`src/rtl/adc_pkg.sv`:
```
// Shared definitions for the flash ADC blocks and the scan sequencer.
package adc_pkg;

    localparam int unsigned ADC_BITS   = 3;
    localparam int unsigned ADC_LEVELS = 8;

    typedef enum logic [1:0] {
        IDLE,
        SETTLE,
        SAMPLE,
        OUTPUT
    } scan_state_t;

endpackage

```
`src/rtl/adc_next_ch.sv`:
```
// Combinational priority finder over a channel mask: next higher set bit
// after cur (with wrap to the lowest set bit), or the lowest set bit outright.
module adc_next_ch #(
    parameter int unsigned NUM_CH = 4,
    parameter int unsigned CH_W   = $clog2(NUM_CH)
) (
    input  logic [NUM_CH-1:0] mask,
    input  logic [CH_W-1:0]   cur,
    input  logic              find_lowest,
    output logic [CH_W-1:0]   nxt,
    output logic              wrap
);

    logic [CH_W-1:0] lowest;
    logic [CH_W-1:0] higher;
    logic            found;

    // Descending scan so the last hit written is the smallest qualifying index.
    always_comb begin
        lowest = '0;
        higher = '0;
        found  = 1'b0;
        for (int unsigned i = NUM_CH; i > 0; i--) begin
            if (mask[i-1]) begin
                lowest = CH_W'(i - 1);
                if ((i - 1) > 32'(cur)) begin
                    higher = CH_W'(i - 1);
                    found  = 1'b1;
                end
            end
        end
        wrap = !find_lowest && !found;
        nxt  = (find_lowest || !found) ? lowest : higher;
    end

endmodule

```
`src/rtl/adc_scan_ctrl.sv`:
```
// Multi-channel scan sequencer: settle, average 2^AVG_LOG2 samples, and
// hand one result per masked channel to a valid/ready consumer.
module adc_scan_ctrl
    import adc_pkg::*;
#(
    parameter  int unsigned NUM_CH     = 4,
    parameter  int unsigned SETTLE_CYC = 4,
    parameter  int unsigned AVG_LOG2   = 2,
    localparam int unsigned CH_W       = $clog2(NUM_CH)
) (
    input  logic                clk,
    input  logic                rst_n,
    input  logic                start,
    input  logic [NUM_CH-1:0]   ch_mask,
    input  logic                continuous,
    input  logic                stop,
    input  logic [ADC_BITS-1:0] adc_code,
    output logic [CH_W-1:0]     ch_sel,
    output logic                sample_en,
    output logic                busy,
    output logic                res_valid,
    input  logic                res_ready,
    output logic [CH_W-1:0]     res_ch,
    output logic [ADC_BITS-1:0] res_data,
    output logic                done
);

    localparam int unsigned SET_W = $clog2(SETTLE_CYC + 1);
    localparam int unsigned SMP_W = AVG_LOG2 + 1;
    localparam int unsigned ACC_W = ADC_BITS + AVG_LOG2;
    localparam int unsigned NSAMP = 1 << AVG_LOG2;

    scan_state_t         state_q,  state_d;
    logic [NUM_CH-1:0]   mask_q,   mask_d;
    logic                cont_q,   cont_d;
    logic [CH_W-1:0]     ch_q,     ch_d;
    logic [SET_W-1:0]    settle_q, settle_d;
    logic [SMP_W-1:0]    samp_q,   samp_d;
    logic [ACC_W-1:0]    acc_q,    acc_d;
    logic [ADC_BITS-1:0] data_q,   data_d;
    logic                done_q,   done_d;

    logic [ACC_W-1:0]    acc_sum;
    logic [NUM_CH-1:0]   find_mask;
    logic                find_lowest;
    logic [CH_W-1:0]     next_ch;
    logic                next_wrap;

    // In IDLE the finder looks at the live mask so the first channel is ready at start.
    assign find_lowest = (state_q == IDLE);
    assign find_mask   = find_lowest ? ch_mask : mask_q;
    assign acc_sum     = acc_q + ACC_W'(adc_code);

    adc_next_ch #(
        .NUM_CH (NUM_CH),
        .CH_W   (CH_W)
    ) u_next_ch (
        .mask        (find_mask),
        .cur         (ch_q),
        .find_lowest (find_lowest),
        .nxt         (next_ch),
        .wrap        (next_wrap)
    );

    always_comb begin
        state_d  = state_q;
        mask_d   = mask_q;
        cont_d   = cont_q;
        ch_d     = ch_q;
        settle_d = settle_q;
        samp_d   = samp_q;
        acc_d    = acc_q;
        data_d   = data_q;
        done_d   = 1'b0;

        unique case (state_q)
            IDLE: begin
                if (start && (ch_mask != '0)) begin
                    mask_d   = ch_mask;
                    cont_d   = continuous;
                    ch_d     = next_ch;
                    settle_d = '0;
                    acc_d    = '0;
                    state_d  = SETTLE;
                end
            end
            SETTLE: begin
                if (settle_q == SET_W'(SETTLE_CYC - 1)) begin
                    samp_d  = '0;
                    state_d = SAMPLE;
                end else begin
                    settle_d = settle_q + 1'b1;
                end
            end
            SAMPLE: begin
                acc_d  = acc_sum;
                samp_d = samp_q + 1'b1;
                if (samp_q == SMP_W'(NSAMP - 1)) begin
                    data_d  = ADC_BITS'(acc_sum >> AVG_LOG2);
                    state_d = OUTPUT;
                end
            end
            OUTPUT: begin
                if (res_ready) begin
                    if (!next_wrap || (cont_q && !stop)) begin
                        ch_d     = next_ch;
                        settle_d = '0;
                        acc_d    = '0;
                        state_d  = SETTLE;
                    end else begin
                        done_d  = 1'b1;
                        state_d = IDLE;
                    end
                end
            end
            default: state_d = IDLE;
        endcase
    end

    always_ff @(posedge clk or negedge rst_n) begin
        if (!rst_n) begin
            state_q  <= IDLE;
            mask_q   <= '0;
            cont_q   <= 1'b0;
            ch_q     <= '0;
            settle_q <= '0;
            samp_q   <= '0;
            acc_q    <= '0;
            data_q   <= '0;
            done_q   <= 1'b0;
        end else begin
            state_q  <= state_d;
            mask_q   <= mask_d;
            cont_q   <= cont_d;
            ch_q     <= ch_d;
            settle_q <= settle_d;
            samp_q   <= samp_d;
            acc_q    <= acc_d;
            data_q   <= data_d;
            done_q   <= done_d;
        end
    end

    assign ch_sel    = ch_q;
    assign res_ch    = ch_q;
    assign res_data  = data_q;
    assign sample_en = (state_q == SAMPLE);
    assign busy      = (state_q != IDLE);
    assign res_valid = (state_q == OUTPUT);
    assign done      = done_q;

endmodule
```
`config.mk`:
```
export PLATFORM = sky130hd
export DESIGN_NAME = adc_scan_ctrl
export DESIGN_NICKNAME = d
export VERILOG_FILES = /design/src/rtl/adc_pkg.sv /design/src/rtl/adc_next_ch.sv /design/src/rtl/adc_scan_ctrl.sv
export SDC_FILE = /design/constraint.sdc
export NUM_CORES = 1
export LEC_CHECK = 0
export ABC_CLOCK_PERIOD_IN_PS = 3600
export CAP_MARGIN = 0
export CELL_PAD_IN_SITES_DETAIL_PLACEMENT = 0
export CELL_PAD_IN_SITES_GLOBAL_PLACEMENT = 2
export CORE_MARGIN = 3
export CORE_UTILIZATION = 34
export DETAILED_ROUTE_END_ITERATION = 7
export GPL_TIMING_DRIVEN = 0
export HOLD_SLACK_MARGIN = 0.05
export PLACE_DENSITY = 0.83
export SYNTH_ARGS = -nofsm -noshare
export SYNTH_HDL_FRONTEND = slang
export SYNTH_HIERARCHICAL = 1
export SYNTH_SLANG_ARGS = --single-unit
```
`constraint.sdc`:
```
create_clock -name clk -period 3.6 [get_ports clk]
set_input_delay 0.54 -clock clk [delete_from_list [all_inputs] [get_ports clk]]
set_output_delay 0.54 -clock clk [all_outputs]
set_load 0.02 [all_outputs]
```
**After elaboration in Yosys (flattened, before gate mapping)**

Cells that the tools add are included.

- Register bits after elaboration: 24
- Input port bits: 13
- Output and inout bits: 11

- Add/subtract/negate cells: 3
- Order comparisons: 3
- Equal/unequal tests: 11
- Muxes and demuxes: 42
- Reductions and logical operators: 23

Operators by type and width:

| operator | count |
|---|---|
| two-way mux 2 bit | 18 |
| two-way mux 3 bit | 5 |
| two-way mux 5 bit | 3 |
| case mux 5 bit (3 select lines) | 1 |
| AND reduction 4 bit | 3 |
| two-way mux 1 bit | 10 |
| case mux 3 bit (3 select lines) | 1 |
| inequality test 2 x 1 -> 1 bit (second input constant) | 4 |
| case mux 2 bit (4 select lines) | 1 |
| adder 3 x 1 -> 3 bit (second input constant) | 2 |
| equality test 3 x 2 -> 1 bit (second input constant) | 2 |
| case mux 3 bit (2 select lines) | 1 |
| AND reduction 2 bit | 3 |
| nonzero test 2 bit | 3 |
| nonzero test 3 bit | 2 |
| adder 5 x 3 -> 5 bit | 1 |
| AND reduction 5 bit | 1 |
| equality test 2 bit (second input constant) | 2 |
| greater-than comparator 2 bit (first input constant) | 2 |
| logical NOT 1 bit | 4 |
| two-way mux 4 bit | 1 |
| inequality test 2 bit (second input constant) | 2 |
| case mux 2 bit (2 select lines) | 1 |
| nonzero test 4 bit | 1 |
| 5 further kinds | 8 |

**Longest topological paths before layout**

Gate-level depths: netlist of the first run.

- Depth in word-level cells: 14
- Depth in mapped cells: 11
- Depth with buffers taken out: 10

**Hierarchy**

Netlist of the first run, hierarchy kept.

By module, submodules not included:

| module | times used | cells each | area each (um^2) |
|---|---|---|---|
| adc_scan_ctrl | 1 | 127 | 1412.6 |
| adc_next_ch | 1 | 15 | 100.1 |

**Worst setup path before layout of the first run**

Ideal clock, no wire load.

- Kind: reg2reg
- Start: reg state_q[0]
- End: reg ch_q[0], in the netlist ch_sel[0]
- Library setup time: 125 ps
- Data arrival time: 2438 ps
- Data required time: 3475 ps
- Setup slack: 1036 ps
- Cell stages (with the launch flop): 12
- Cells stage by stage: dfrtp_1 -> inv_1 -> ha_1 -> buf_4 -> mux2_2 -> nand2b_1 -> a21oi_1 -> a211oi_1 -> nand2b_1 -> a32oi_4 -> and2_4 -> mux2_4

- Elaborated cells between the ends (all ways): 33
- Classes of those cells: 4 x eq/ne; 20 x mux; 9 x reduce/logical

RTL lines:

| what | line | source |
|---|---|---|
| start, declared | adc_scan_ctrl.sv:33 | `scan_state_t state_q, state_d;` |
| start signal, assigned | adc_scan_ctrl.sv:132 | `state_q <= state_d;` |
| logical NOT 2 bit | adc_scan_ctrl.sv:50 | `assign find_lowest = (state_q == IDLE);` |
| net find_lowest | adc_scan_ctrl.sv:45 | `logic find_lowest;` |
| two-way mux 4 bit | adc_scan_ctrl.sv:51 | `assign find_mask = find_lowest ? ch_mask : mask_q;` |
| net find_mask[1] | adc_scan_ctrl.sv:44 | `logic [NUM_CH-1:0] find_mask;` |
| two-way mux 1 bit | adc_next_ch.sv:24 | `if (mask[i-1]) begin` |
| logical NOT 1 bit | adc_next_ch.sv:32 | `wrap = !find_lowest && !found;` |
| logical AND 1 bit | adc_next_ch.sv:32 |  |
| net next_wrap | adc_scan_ctrl.sv:47 | `logic next_wrap;` |
| logical NOT 1 bit | adc_scan_ctrl.sv:105 | `if (!next_wrap \|\| (cont_q && !stop)) begin` |
| logical OR 1 bit | adc_scan_ctrl.sv:105 |  |
| inequality test 2 x 1 -> 1 bit (no line) | -- |  |
| AND reduction 4 bit (no line) | -- |  |
| end signal, assigned | adc_scan_ctrl.sv:135 | `ch_q <= ch_d;` |
| end, declared | adc_scan_ctrl.sv:36 | `logic [CH_W-1:0] ch_q, ch_d;` |

The timed path passes the listed nets, and every way through them passes these cells. The select of a mux whose other input is x is not followed.
A chain may end at the register's enable or synchronous reset.

**Worst setup path in the final report of the first run**

- Start: reg state_q[0]
- End: reg ch_q[1], in the netlist ch_sel[1]

Same word-level chain as after synthesis.

==> flow_summary.yaml, run 1 <==
synth:
  syn_area_per_cell_um2: 10.65
  synthFlopType: "dfrtp_1"
  syn-num-nets: 167
  synth_cell_types: 43
  ys_ff_latch: 24
  synth_area_mm2: 0.001513
  synth_edf_count: 0
  synth_cells: 142
  ys_seq_area_share_pct: 39.70
  yosys_warnings: 6
  synthArstFlopShare_pct: 100.0
detailed_routing:
  wire_per_inst_um: 14.26
  dr.first_iter.drc_count: 16
  drc_errors: 0
  drtPass1Iterations: 4
  wirelength_um: 3123
  vias: 1117
  detail_route.vias_per_cell: 5.100
  antenna_left: 0
final_layout:
  postLayoutCellArea_mm2: 0.001861
  area_delta_synth_final_pct: 22.99
  fin_nets: 195
  antennaDiodeCount: 0
  drive_gt1_share_pct: 16.57
  nFillCells: 417
timing:
  worst_slew_pin_slew_ns: 1.121
  fmax_mhz: 336.8
  fin_crit_ns: 2.969
  grt_setup_unrepaired: "no"
  fin_worst_skew_ns: 0.004702
  hold_viol_final: 0
  tns_ns: 0
  holdWs_ns: 0.5016
  slew-limit-headroom_pct: 25.03
  drv_slew: 0
  setup_viol_count_final: 0
  period_share_pct: 82.48
die:
  rows: 23
  ioPinCount: 24
  die_h_um: 72.70
  die_w_um: 72.70
  initial_core_util_pct: 36.50
  die_area_mm2: 0.005285
  core_mm2: 0.004144
global_routing:
  grt_max_degree: 25
  grt_pass1_wl_um: 5471
  grt_pass1_vias: 1205
  globalRouteOverflowTotal: 0
  antenna_found_initial: 0
  grtUsageTotal_pct: 13.21
critical_path:
  critPathMaxStageDelay_ns: 0.41
  crit_slowest_cell: "dfrtp_1"
  critPathKind: "flip-flop to flip-flop"
  worstPathArrival_ns: 3.13
  cp_common_cell: "nand2b_1"
  end_kind: "flip-flop"
  worstPathRequired_ns: 3.76
  cp-start-kind: "flip-flop"
  crit_chain: "inv_1 -> ha_1 -> buf_4 -> mux2_2 -> nand2b_1 -> a21oi_1 -> a211oi_1 -> nand2b_1 -> a32oi_4 -> and2_4 -> mux2_4"
  cp_max_fo: 9
power:
  p_total_uw: 1594
  vdd_drop_max_mv: 0.3090
  power_density_mw_per_mm2: 856.6
  p_leak_uw: 0.0008421
place:
  io_buffers: 23
  placed_cell_area_mm2: 0.001805
  hpwl_um: 2424
  gp_congestion: 0.7433
outcome:
  outcome: "finished, final reports clean"
hold_path:
  min-delay-path-class: "flip-flop to flip-flop"
job:
  maxCapViolations: 0
cts:
  cts_buffer_depth: 2
  cts.sinks: 24
  clk_pin_slew_ns: 0.09
  cts_resized: 0
  cts_setup_buffers: 0
  cts_hold_buffers: 0
  cts_tree: "yes"
  cts_made_buffers: 3
  cts_root_buf: "clkbuf_8"
  insertion_delay_ns: 0.27
  htree_levels: 1
-- per-stage QoR --
step	setup WS, ns	utilization (%)	instances
2_1_floorplan	1.036	-	142
3_3_place_gp	0.7168	43.57	215
3_5_place_dp	0.6650	43.57	215
4_1_cts	0.6243	44.90	219
5_1_grt	0.4711	44.90	219
6_report	0.6306	44.90	219
-- power breakdown --
group | leakage, µW | switching (µW) | internal, µW
registers | 0.000300 | 78.8 | 371
logic | 0.000513 | 485 | 471
clock network | 0.0000288 | 90.0 | 97.7
-- critical path, delay by kind of cell (launching register included) --
| kind | cells | cell delay, ns |
|---|---|---|
| DFF | 1 | 0.41 |
| AOI/OAI and AO/OA | 3 | 0.57 |
| buffers and inverters | 2 | 0.37 |
| muxes | 2 | 0.68 |
| adders and majority gates | 1 | 0.30 |
| and+or+nand+nor | 3 | 0.51 |
-- logic make-up (layout without fill, tap and decap cells) --
group / count (synthesis) / in the layout / synth area share (%)
and+or+nand+nor: 36 / 36 / 12.66
AOI/OAI and AO/OA: 34 / 34 / 18.78
DFF: 24 / 24 / 39.70
buffers and inverters: 18 / 45 / 5.293
muxes: 15 / 15 / 11.41
adders and majority gates: 12 / 12 / 10.42
xor gates and xnor gates: 3 / 3 / 1.737
-- final timing paths --
| kind | to | depth (start not counted) | startpoint | slack [ns] |
|---|---|---|---|---|
| worst max register to register | ch_sel[1]$_DFFE_PN0P_ | 11 | state_q[0]$_DFFE_PN0P_ | 0.63 |
| worst min register to register | samp_q[2]$_DFFE_PN0P_ | 2 | samp_q[2]$_DFFE_PN0P_ | 0.50 |
| max in group asynchronous | acc_q[2]$_DFFE_PN0P_ | 1 | rst_n | 2.06 |
| min in group asynchronous | mask_q[0]$_DFFE_PN0P_ | 1 | rst_n | 0.87 |
| worst min-delay path | samp_q[2]$_DFFE_PN0P_ | 2 | samp_q[2]$_DFFE_PN0P_ | 0.50 |
| worst max-delay path | ch_sel[1]$_DFFE_PN0P_ | 11 | state_q[0]$_DFFE_PN0P_ | 0.63 |
-- synth_stat cells, types with 2 or more instances --
cell        n  area [µm²]
dfrtp_1    24       600.6
inv_1      13       48.80
nand2_1    13       48.80
ha_1       11       137.6
mux2_2     10       112.6
o21ai_0     9       45.04
a21oi_1     5       25.02
nand2b_1    4       25.02
nor2_1      4       15.01
nor2b_1     4       25.02
and3_1      3       18.77
buf_4       3       22.52
mux2i_1     3       30.03
a211o_1     2       17.52
a211oi_1    2       15.01
a22oi_1     2       15.01
mux2_4      2       30.03
o2bb2ai_1   2       17.52
xor2_1      2       17.52
-- placed cells by master, fill, tap and decap left out, drive strengths merged, types with 3 or more instances in the layout --
cell type / instances
dfrtp: 24
clkdlybuf4s50: 23
inv: 13
nand2: 13
mux2: 12
ha: 11
o21ai: 9
a21oi: 6
nand2b: 5
clkbuf: 5
nor2: 4
nor2b: 4
buf: 4
and3: 3
mux2i: 3
-- metal layers --
| metal | vias to the layer above | routed length, µm | track usage, % |
|---|---|---|---|
| met5 | - | 0 | 0 |
| met4 | 0 | 34 | 5.123 |
| met3 | 4 | 77 | 2.066 |
| met2 | 16 | 1533 | 22.95 |
| met1 | 541 | 1478 | 16.34 |
| li1 | 556 | - | - |
-- final cells by class --
| type | count | area (µm²) | share of cell area, % |
|---|---|---|---|
| Buffer | 5 | 31.28 | 1.681 |
| Clock buffer | 4 | 55.05 | 2.959 |
| Inverter | 13 | 48.80 | 2.623 |
| Multi-Input combinational cell | 100 | 832.0 | 44.72 |
| Sequential cell | 24 | 600.6 | 32.28 |
| Tap cell | 50 | 62.56 | 3.362 |
| Timing Repair Buffer | 23 | 230.2 | 12.37 |
-- sequential cells by signal, summed over array words and instances (netlist names) --
name,cells
settle_q,3
done,1
acc_q,5
samp_q,3
res_data,3
cont_q,1
ch_sel,2
mask_q,4
state_q,2
No activity file was read; power rests on OpenSTA's default activity.
==> run 2: changes to the inputs <==
ABC_CLOCK_PERIOD_IN_PS = 3000   (was 3600)
clock period = 3 ns   (was 3.6 ns; I/O delays follow)
==> flow_summary.yaml, run 2 (synthesized netlist as in run 1, its figures left out) <==
outcome:
  outcome: "finished, final reports clean"
detailed_routing:
  vias: 1122
  dr.first_iter.drc_count: 13
  antenna_left: 0
  drc_errors: 0
  drtPass1Iterations: 4
  wirelength_um: 3145
  wire_per_inst_um: 14.36
  detail_route.vias_per_cell: 5.123
critical_path:
  cp_common_cell: "nand2b_1"
  r2r-end: "ch_sel[1]$_DFFE_PN0P_"
  cp_max_fo: 9
  critPathKind: "flip-flop to flip-flop"
  crit_slowest_cell: "dfrtp_1"
  critPathMaxStageDelay_ns: 0.41
  worstPathRequired_ns: 3.15
  path_buf_inv: 2
  r2r_cells: 11
  cp-start-kind: "flip-flop"
  critical_path.top_delay_family: "multiplexers"
  crit_chain: "inv_1 -> ha_2 -> buf_4 -> mux2_2 -> nand2b_1 -> a21oi_1 -> a211oi_2 -> nand2b_1 -> a32oi_4 -> and2_4 -> mux2_4"
  worstPathArrival_ns: 2.99
  end_kind: "flip-flop"
  r2r_setup_slack_ns: 0.17
  r2r-start: "state_q[0]$_DFFE_PN0P_"
final_layout:
  final_common_cell: "dfrtp_1"
  final_cells: 219
  register_area_um2: 600.6
  final_cell_mix: "dfrtp_1 (24), clkdlybuf4s50_1 (23), inv_1 (13)"
  area_delta_synth_final_pct: 23.66
  reg.largest.list: "acc_q (5), mask_q (4)"
  drive_gt1_share_pct: 18.34
  fin_nets: 195
  multi_input_area_um2: 842.1
  largest_register_ffs: 5
  regMostFlops: "acc_q"
  nFillCells: 417
  antennaDiodeCount: 0
power:
  combinationalPowerShare_pct: 60.5
  p_total_uw: 1929
  switching_share_pct: 41.08
  power_density_mw_per_mm2: 1031
  vdd_drop_max_mv: 0.3784
  seq_power_share_pct: 27.9
  p_leak_uw: 0.0008417
  p_int_uw: 1137
  p_sw_uw: 792.4
  p_clk_share_pct: 11.6
global_routing:
  antenna_found_initial: 0
  grtUsageTotal_pct: 13.21
  grt_max_degree: 25
  globalRouteOverflowTotal: 0
  grt_pass1_wl_um: 5471
  grt_pass1_vias: 1205
timing:
  grt_setup_unrepaired: "no"
  hold_viol_final: 0
  worst_slew_pin_slew_ns: 1.129
  fin_worst_skew_ns: 0.005248
  period_share_pct: 94.35
  setup_viol_count_final: 0
  fin_crit_ns: 2.830
  finalWorstSetupSlack_ns: 0.1696
  slew-limit-headroom_pct: 24.50
  tns_ns: 0
  drv_slew: 0
  holdWs_ns: 0.5014
  fmax_mhz: 353.3
cts:
  cts_buffer_depth: 2
  htree_levels: 1
  cts_made_buffers: 3
  cts.sinks: 24
  insertion_delay_ns: 0.27
  cts_root_buf: "clkbuf_8"
  cts_tree: "yes"
  clk_pin_slew_ns: 0.09
  cts_setup_buffers: 0
place:
  hpwl_um: 2424
  io_buffers: 23
  post-place-ws_ns: 0.06499
  gp_congestion: 0.7433
  numPlacedInstances: 215
die:
  rows: 23
  core_mm2: 0.004144
  ioPinCount: 24
  initial_core_util_pct: 36.50
  die_w_um: 72.70
  die_h_um: 72.70
  die_area_mm2: 0.005285
hold_path:
  whs_endpoint: "res_data[2]$_DFFE_PN0P_"
  min_from: "res_data[2]$_DFFE_PN0P_"
  min-delay-path-class: "flip-flop to flip-flop"
  hold_depth: 2
job:
  maxCapViolations: 0
-- run 2: metal layers --
metal | vias to the layer above | global-route usage (%) | share of wire (%)
li1 | 557 | - | -
met1 | 545 | 16.34 | 47
met2 | 16 | 22.95 | 50
met3 | 4 | 2.066 | 2.4
met4 | 0 | 5.123 | 0.76
met5 | - | 0 | 0
-- run 2: metrics by stage --
stage / cell area [µm²] / utilization [%]
5_1_grt: 1871 / 45.14
3_5_place_dp: 1805 / 43.57
3_3_place_gp: 1805 / 43.57
4_1_cts: 1861 / 44.90
2_1_floorplan: 1513 / -
6_report: 1871 / 45.14
-- run 2: what timing repair did --
item,4_1_cts,5_1_grt
hold buffers,0,0
gates resized for setup,0,3
setup endpoints to repair,0,8
hold endpoints to repair,0,0
-- run 2: cell type report --
class | instances | share of cell area [%]
buffer | 5 | 1.672
clock buffer | 4 | 2.943
inverter | 13 | 2.609
multi-input combinational | 100 | 45.02
sequential | 24 | 32.11
tap | 50 | 3.344
timing repair buffer | 23 | 12.31
-- run 2: worst reg2reg max path, delay by kind of cell, from the launching register on --
kind	cells	cell delay, ns
DFF	1	0.41
adders and majority gates	1	0.27
muxes	2	0.68
and+or+nand+nor	3	0.51
buffers and inverters	2	0.36
AOI/OAI and AO/OA	3	0.50
-- run 2: power by group through the flow --
stage	Sequential, µW	Clock (µW)	Combinational (µW)
after floorplan	565	0	798
after detailed placement	545	0	1150
after global routing	558	250	1290
after global placement	537	0	1120
final	539	223	1170
after CTS	540	235	1160
-- run 2: how the worst max path moves through the flow --
| stage | slack [ns] | to | start | cells after the start |
|---|---|---|---|---|
| final | 0.17 | ch_sel[1]$_DFFE_PN0P_ | state_q[0]$_DFFE_PN0P_ | 11 |
| after global routing | 0.004 | settle_q[1]$_DFFE_PN0P_ | state_q[0]$_DFFE_PN0P_ | 11 |
| after CTS | 0.02 | ch_sel[1]$_DFFE_PN0P_ | state_q[0]$_DFFE_PN0P_ | 11 |
| after detailed placement | 0.06 | ch_sel[1]$_DFFE_PN0P_ | state_q[0]$_DFFE_PN0P_ | 11 |
| after global placement | 0.12 | ch_sel[1]$_DFFE_PN0P_ | state_q[0]$_DFFE_PN0P_ | 11 |
| after floorplan | 0.44 | ch_sel[0]$_DFFE_PN0P_ | state_q[0]$_DFFE_PN0P_ | 11 |
